## config.mk

```make
export PLATFORM = sky130hd
export DESIGN_NAME = bd_in_handshaker
export DESIGN_NICKNAME = d
export VERILOG_FILES = /design/src/rtl/bd_in_handshaker_pkg.sv /design/src/rtl/bd_sync2.sv /design/src/rtl/bd_in_handshaker.sv
export SDC_FILE = /design/constraint.sdc
export NUM_CORES = 1
export LEC_CHECK = 0
export CAP_MARGIN = 10
export CORE_UTILIZATION = 47
export DETAILED_ROUTE_END_ITERATION = 7
export GPL_TIMING_DRIVEN = 0
export PLACE_DENSITY = 0.8
export SKIP_CTS_REPAIR_TIMING = 1
export SYNTH_ARGS = -nofsm -noshare
export SYNTH_HDL_FRONTEND = slang
export SYNTH_SLANG_ARGS = --single-unit
```

## constraint.sdc

```tcl
create_clock -name clk -period 5.75 [get_ports clk]
set_input_delay 1.15 -clock clk [delete_from_list [all_inputs] [get_ports clk]]
set_output_delay 1.15 -clock clk [all_outputs]
set_load 0.02 [all_outputs]
```

## src/rtl/bd_in_handshaker_pkg.sv

```systemverilog
// Shared BD input-side definitions: encoded word width and handshake FSM state encoding.
// BDEncoder sizes its output from NBD_DATA so both ends of the link agree.
package bd_in_handshaker_pkg;

  localparam int NBD_DATA = 21;

  typedef logic [1:0] bd_state_t;

  localparam bd_state_t ST_IDLE        = 2'd0;
  localparam bd_state_t ST_SETUP       = 2'd1;
  localparam bd_state_t ST_WAIT_ACK_HI = 2'd2;
  localparam bd_state_t ST_WAIT_ACK_LO = 2'd3;

  function automatic logic is_wait_state(input bd_state_t s);
    return (s == ST_WAIT_ACK_HI) || (s == ST_WAIT_ACK_LO);
  endfunction

endpackage

```

## src/rtl/bd_sync2.sv

```systemverilog
// Two-flop synchronizer for signals arriving from the BD chip's clockless domain.
module bd_sync2 #(
  parameter int WIDTH = 1
) (
  input  logic             clk,
  input  logic             reset,
  input  logic [WIDTH-1:0] d,
  output logic [WIDTH-1:0] q
);

  logic [WIDTH-1:0] meta;

  always_ff @(posedge clk) begin
    if (!reset) begin
      meta <= '0;
      q    <= '0;
    end else begin
      meta <= d;
      q    <= meta;
    end
  end

endmodule

```

## src/rtl/bd_in_handshaker.sv

```systemverilog
// Pushes encoded words to the BD chip over a four-phase req/ack link with a data setup
// window, a sticky ack timeout flag and a count of completed handshakes.
//
// state          | meaning
// ST_IDLE        | ready for a word, words_in_a = 1
// ST_SETUP       | bd_data driven, waiting setup window and ack low
// ST_WAIT_ACK_HI | bd_req = 1, waiting for ack to rise
// ST_WAIT_ACK_LO | bd_req = 0, waiting for ack to fall
module bd_in_handshaker
  import bd_in_handshaker_pkg::*;
#(
  parameter int NBDdata        = NBD_DATA,
  parameter int SETUP_CYCLES   = 2,
  parameter int TIMEOUT_CYCLES = 1024
) (
  input  logic               clk,
  input  logic               reset,
  input  logic [NBDdata-1:0] words_in_d,
  input  logic               words_in_v,
  output logic               words_in_a,
  output logic [NBDdata-1:0] bd_data,
  output logic               bd_req,
  input  logic               bd_ack,
  output logic               timeout_err,
  output logic [31:0]        words_sent
);

  localparam int SCW = (SETUP_CYCLES > 1) ? $clog2(SETUP_CYCLES) : 1;
  localparam int TCW = (TIMEOUT_CYCLES > 1) ? $clog2(TIMEOUT_CYCLES) : 1;
  localparam logic [SCW-1:0] SETUP_LAST = SCW'(SETUP_CYCLES - 1);
  localparam logic [TCW-1:0] TMO_LAST   = TCW'(TIMEOUT_CYCLES - 1);

  bd_state_t      state;
  bd_state_t      state_nxt;
  logic           ack_s;
  logic [SCW-1:0] setup_cnt;
  logic [TCW-1:0] tmo_cnt;
  logic           xfer;

  bd_sync2 #(.WIDTH(1)) u_ack_sync (
    .clk   (clk),
    .reset (reset),
    .d     (bd_ack),
    .q     (ack_s)
  );

  assign words_in_a = reset && (state == ST_IDLE);
  assign xfer       = words_in_v && words_in_a;

  // SETUP only leaves once ack is low, so a stale ack from the previous word cannot
  // be mistaken for the acknowledge of this one.
  always_comb begin
    state_nxt = state;
    case (state)
      ST_IDLE:        if (xfer) state_nxt = ST_SETUP;
      ST_SETUP:       if ((setup_cnt == SETUP_LAST) && !ack_s) state_nxt = ST_WAIT_ACK_HI;
      ST_WAIT_ACK_HI: if (ack_s) state_nxt = ST_WAIT_ACK_LO;
      ST_WAIT_ACK_LO: if (!ack_s) state_nxt = ST_IDLE;
      default:        state_nxt = ST_IDLE;
    endcase
  end

  always_ff @(posedge clk) begin
    if (!reset) begin
      state       <= ST_IDLE;
      bd_req      <= 1'b0;
      bd_data     <= '0;
      setup_cnt   <= '0;
      tmo_cnt     <= '0;
      timeout_err <= 1'b0;
      words_sent  <= '0;
    end else begin
      state  <= state_nxt;
      bd_req <= (state_nxt == ST_WAIT_ACK_HI);

      if (xfer) bd_data <= words_in_d;

      if (state != ST_SETUP)        setup_cnt <= '0;
      else if (setup_cnt != SETUP_LAST) setup_cnt <= setup_cnt + SCW'(1);

      // Timeout only flags; the FSM keeps waiting so no word is dropped.
      if ((state_nxt != state) && is_wait_state(state_nxt)) tmo_cnt <= '0;
      else if (is_wait_state(state) && (tmo_cnt != TMO_LAST)) tmo_cnt <= tmo_cnt + TCW'(1);

      if (is_wait_state(state) && (tmo_cnt == TMO_LAST)) timeout_err <= 1'b1;

      if ((state == ST_WAIT_ACK_LO) && !ack_s) words_sent <= words_sent + 32'd1;
    end
  end

endmodule

```

==> metrics.md, run 1 <==
| Metric | Value |
|---|---|
| Async SR Flop Fraction | 0 |
| Max frequency | 255 MHz |
| R2r startpoint | words_sent[3] |
| Vias per inst | 5.46 |
| Syn Area/Cell | 8.39 um2 |
| Layout net count | ~480 |
| Ratio of cells with drive above 1 in the final layout | 0.0466 |
| DRT iter0 DRCs | 139 |
| Area of the multi-input gates | 1480 um2 |
| Drt pass-1 iters | 5 |
| CTS sink cnt | 70 |
| Routed length per instance | 13.8 um |
| Antenna violations before repair | 0 |
| Worst EP arrival | about 2800 ps |
| Final period util | 0.683 |
| Top FF cell, synth | dfxtp_1 |
| Req. time, crit path | 4600 ps |
| DP Worst Slack | between 1500 and 2000 ps |
| Hpwl dp | 5160 um |
| Hold Path Origin | u_ack_sync.meta |
| Fin. max-slew vios | 0 |
| Final Hold Vio Count | 0 |
| Max-slew headroom | 0.291 |
| Number of buffers created by CTS | 9 |
| CTS Buffer Depth | 2 |
| Die H | between 80 and 90 um |
| Max cap viols | 0 |
| Crit path from | reset |
| Min Tclk post-route | 3930 ps |
| Port-buffer cells | 80 |
| Syn_nets | roughly 380 |
| Layout Skew | 8.12 ps |
| Cells after synthesis | 357 |
| Largest net degree at the start of global routing | 11 |
| Startpoint types | input port |
| Yosys cell types | 35 |
| Lkg Pwr | 1.42 nW |
| Worst-skew pair later-pin latency | 340 ps |
| Peak VDD IR | 0.178 mV |
| Antenna Violating Nets Remaining | 0 |
| Core Area | 6030 um2 |
| Final wirelength | 7260 um |
| Unrepaired setup endpoints after global routing | no |
| Top-count cell post-synth | dfxtp_1 |
| Setup CP Type | in -> out |
| TritonCTS clock tree | built |
| CTS root buf | clkbuf_8 |
| GRT Util Overall | 0.224 |
| Hold Path Class | reg -> reg |
| I/O pin cnt | 81 |
| Final-layout fill cell count | ~500 |
| TNS Setup | 0 ps |
| Synth Register Bits | 70 |
| First-pass GRT wire length | between 10000 and 15000 um |
| Synth area leader | dfxtp_1 |
| WHS | 435 ps |
| Ranking of synthesized cells by area | dfxtp_1 47%, nand2_1 8.1%, a21oi_1 7.3% |
| Met2 wire length | 3450 um |
| Antenna diodes | 0 |
| Routed via count | 2873 |
| Chip Width | 81.9 um |
| Status | complete, no violations |
| Fin util | 0.676 |
| Setup crit end kind | output pin |
| Initial Util | 0.497 |
| Storage cell area | 1400 um2 |
| EDFF count, synth | 0 |
| Uppermost layer routed | met4 |
| Area Growth Syn to Fin | 35.9% |
| Met3 wire length | around 300 um |
| Synth warnings | 0 |
| Post-synth top cells | 70 x dfxtp_1, 65 x nand2_1, 44 x a21oi_1, 15 x clkbuf_1, 15 x nor2_1 |
| Synthesized cell area | 3000 um2 |
| Die area | 6700 um2 |
| Final WS setup | 1820 ps |
| Cell row count | 28 |
| CP max FO | 5 |
| Residual DRC | 0 |
| Worst-Margin Slew | 1050 ps |
| Post-synthesis sequential area ratio | 0.468 |
| Post-synth top area share | 0.468 |
| Number of global-route vias before repair | 2561 |
| Final setup vio count | 0 |
| Number of H-tree levels | 3 |
| GPL Wtd Cong | ~0.84 |
| Met1 wire length | 3370 um |
| Worst-path clk slew | around 60 ps |
| Pwr Density | about 230 nW/um2 |
| Gr ovfl total | 0 |
-- flip-flops by register name, indices dropped and copies added, names as in the netlist --
| name | count |
|---|---|
| bd_data | 21 |
| setup_cnt | 1 |
| bd_req | 1 |
| u_ack_sync.q | 1 |
| u_ack_sync.meta | 1 |
| tmo_cnt | 10 |
| timeout_err | 1 |
| state | 2 |
| words_sent | 32 |
-- cell usage in the layout, fill, tap and decap left out, types with 10 or more instances in the layout --
master / synthesis / routed
nor2_1: 15 / 15
inv_1: 10 / 10
nand2_1: 65 / 65
clkbuf_1: 15 / 16
a21oi_1: 44 / 44
nand3_1: 12 / 12
clkbuf_8: 0 / 10
nand4_1: 12 / 12
o31ai_1: 10 / 10
nand2b_1: 10 / 10
dfxtp_1: 70 / 70
clkdlybuf4s50_1: 0 / 80
-- per-layer routing --
metal / global-route usage / vias to the layer above
met4: 0.107 / 0
li1: - / 1445
met3: 0.0389 / 14
met5: 0 / -
met1: 0.294 / 1329
met2: 0.355 / 85
-- area by class of cell --
cell class,count,share of cell area
buffer,18,0.0197
clock buffer,11,0.0347
clock inverter,2,0.00860
inverter,10,0.00922
multi-input combinational,259,0.363
timing repair buffer,81,0.198
tap,75,0.0230
sequential,70,0.344
-- worst paths after layout --
check             slack (ps)  cells after the start        endpoint
hold reg to reg          430                      1    u_ack_sync.q
setup reg to reg        3600                      4  words_sent[29]
setup / recovery        1820                      3      words_in_a
hold / removal           430                      1    u_ack_sync.q
-- report_power, final --
part	total [mW]	switching, mW	internal, mW
clock	0.376	0.171	0.205
sequential	0.499	0.00484	0.494
combinational	0.0786	0.0406	0.0380
total	0.953	0.217	0.736
-- logic make-up after synthesis --
| family | Yosys count | share of synthesized area |
|---|---|---|
| AO/OA/AOI/OAI | 67 | 0.126 |
| XOR/XNOR | 10 | 0.0292 |
| adder cells (fa/ha/maj) | 2 | 0.00835 |
| buffers and inverters | 28 | 0.0392 |
| flip-flops | 70 | 0.468 |
| multiplexers | 9 | 0.0301 |
| AND/OR/NAND/NOR | 171 | 0.299 |
-- per-stage QoR --
stage               power, mW  area [um2]  instances
floorplan               0.548        3000        357
global placement        0.587        3890        512
detailed placement      0.588        3890        512
CTS                     0.959        4070        525
global route            0.987        4070        526
finish                  0.953        4070        526
-- critical path: stages --
cell             delay (ps)
clkdlybuf4s50_1         570
nor3b_1                 350
clkdlybuf4s50_1         700
No activity file was read; power rests on OpenSTA's default activity.
==> inputs of run 2 (changes only) <==
- CORE_UTILIZATION: 47 -> 43
- PLACE_DENSITY: 0.8 -> 0.77
- clock period: 5.75 -> 3.6 ns (I/O delays scaled with it)
==> run 2 against run 1 <==
Hold slack about the same. Largest cell class unchanged. Design area grew 1.8%. Utilization decreased by 6.3 points. Register-to-register slack got worse by 2300 ps. Clock skew up 4.2 ps. Sequential cell count did not move. Critical path type unchanged. Highest routed layer unchanged. First-iteration DRC count is 1.4% lower. Combinational power up 60%.
==> metrics.md, run 2 (synthesis results as in run 1) <==
| Metric | Value |
|---|---|
| TNS Setup | 0 ps (unchanged) |
| Lkg Pwr | 1.45 nW (+2.2%) |
| Routed via count | 2888 (+0.52%) |
| CTS Buffer Depth | 2 (unchanged) |
| Setup CP Type | in -> out |
| Fin util | 0.613 (-0.0625) |
| Largest net degree at the start of global routing | 13 (+2) |
| Number of H-tree levels | 3 (unchanged) |
| Min Tclk post-route | about 3000 ps |
| Vias per inst | 5.42 (-0.80%) |
| Final period util | 0.845 |
| Final Cell Area | 4140 um2 (+1.8%) |
| Top Registers | words_sent (32), bd_data (21), tmo_cnt (10) |
| DP Worst Slack | 537 ps (-1260 ps) |
| Die area | 7310 um2 (+9.1%) |
| Final-layout fill cell count | 592 (+18%) |
| Number of buffers created by CTS | 9 (unchanged) |
| Max cap viols | 0 (unchanged) |
| CTS sink cnt | 70 (unchanged) |
| Area after DPL | 3900 um2 (+0.16%) |
| GPL Wtd Cong | 0.781 (-6.5%) |
| Fin. max-slew vios | 0 (unchanged) |
| Layout net count | 475 (-0.21%) |
| Peak VDD IR | 0.247 mV (+39%) |
| Status | complete, no violations |
| Placed insts | 517 (+0.98%) |
| First-pass GRT wire length | 12000 um (+2.8%) |
| Setup crit end kind | output pin |
| Final setup vio count | 0 (unchanged) |
| Max frequency | between 300 and 400 MHz |
| Chip Width | 85.5 um (+4.4%) |
| Routed length per instance | 13.8 um (-0.20%) |
| Commonest non-fill, non-tap cells in the layout | 80 x clkdlybuf4s50_1, 70 x dfxtp_1, 65 x nand2_1, 44 x a21oi_1 |
| Layout Skew | 12.3 ps (+4.17 ps) |
| CTS root buf | clkbuf_8 |
| Die H | 85.5 um (+4.4%) |
| Final wirelength | 7340 um (+1.1%) |
| Worst-Margin Slew | 1230 ps (+179 ps) |
| Startpoint types | input port |
| Core Area | 6760 um2 (+12%) |
| Antenna diodes | 0 (unchanged) |
| Port-buffer cells | 80 (unchanged) |
| Hold Path Class | reg -> reg |
| Hpwl dp | 5210 um (+0.82%) |
| Final WS setup | 556 ps (-1260 ps) |
| Area of the multi-input gates | 1480 um2 (unchanged) |
| Cell row count | 30 (+7.1%) |
| Storage cell area | 1400 um2 (unchanged) |
| Antenna violations before repair | 0 (unchanged) |
| Largest Register | words_sent |
| CP max FO | 5 (unchanged) |
| I/O pin cnt | 81 (unchanged) |
| Req. time, crit path | 2880 ps (-1720 ps) |
| Number of global-route vias before repair | 2619 (+2.3%) |
| TritonCTS clock tree | built |
| Final Hold Vio Count | 0 (unchanged) |
| Drt pass-1 iters | 4 (-1) |
| Initial Util | 0.444 (-0.0538) |
| Antenna Violating Nets Remaining | 0 (unchanged) |
| Area Growth Syn to Fin | 38.3% |
| GRT Util Overall | 0.208 (-0.0162) |
| Ratio of cells with drive above 1 in the final layout | 0.0530 (+0.00642) |
| Worst-skew pair later-pin latency | 350 ps (about the same) |
| Most common cell after layout, fill and taps aside | clkdlybuf4s50_1 |
| Unrepaired setup endpoints after global routing | no |
| Power Total | 1.70 mW (+79%) |
| Largest register FFs | 32 (unchanged) |
| DRT iter0 DRCs | 137 (-1.4%) |
| Residual DRC | 0 (unchanged) |
| Post-Layout Cell Count | 533 (+1.3%) |
| Pwr Density | 411 nW/um2 (+76%) |
| Max-slew headroom | 0.170 (-0.120) |
| Worst-path clk slew | 70 ps (about the same) |
| Worst EP arrival | 2320 ps (-460 ps) |
| WHS | 434 ps (-0.383 ps) |
| Gr ovfl total | 0 (unchanged) |
run 2: final cells by class:
class | count | area share
multi-input cells | 259 | 0.357
clock inverters | 6 | 0.0263
clock buffers | 10 | 0.0332
inverters | 10 | 0.00906
plain buffers | 18 | 0.0193
repair buffers | 80 | 0.193
well taps | 80 | 0.0242
flip-flops and latches | 70 | 0.338
run 2: path summary, 6_finish.rpt:
path,startpoint,to,slack (ps),depth (start not counted)
worst max-delay path,reset,words_in_a,560,3
worst min-delay path,u_ack_sync.meta,u_ack_sync.q,430,1
worst max register to register,words_sent[17],words_sent[31],1300,4
worst min register to register,u_ack_sync.meta,u_ack_sync.q,430,1
run 2: worst max-delay path: stages:
cell	delay, ps
clkdlybuf4s50_1	570
nor3b_1	350
clkdlybuf4s50_1	680
run 2: layer usage:
layer  GRT usage  wire, um  up-vias
met4      0.0970       164        0
li1            -         -     1452
met2       0.367      3680       59
met5           0         0        -
met3      0.0379       225       16
met1       0.245      3270     1361
run 2: report_power, final:
group          leakage [nW]  switching [mW]  internal (mW)  total (mW)
registers             0.567         0.00809          0.788       0.797
clock network         0.126           0.304          0.478       0.782
logic                 0.754          0.0652         0.0607       0.126
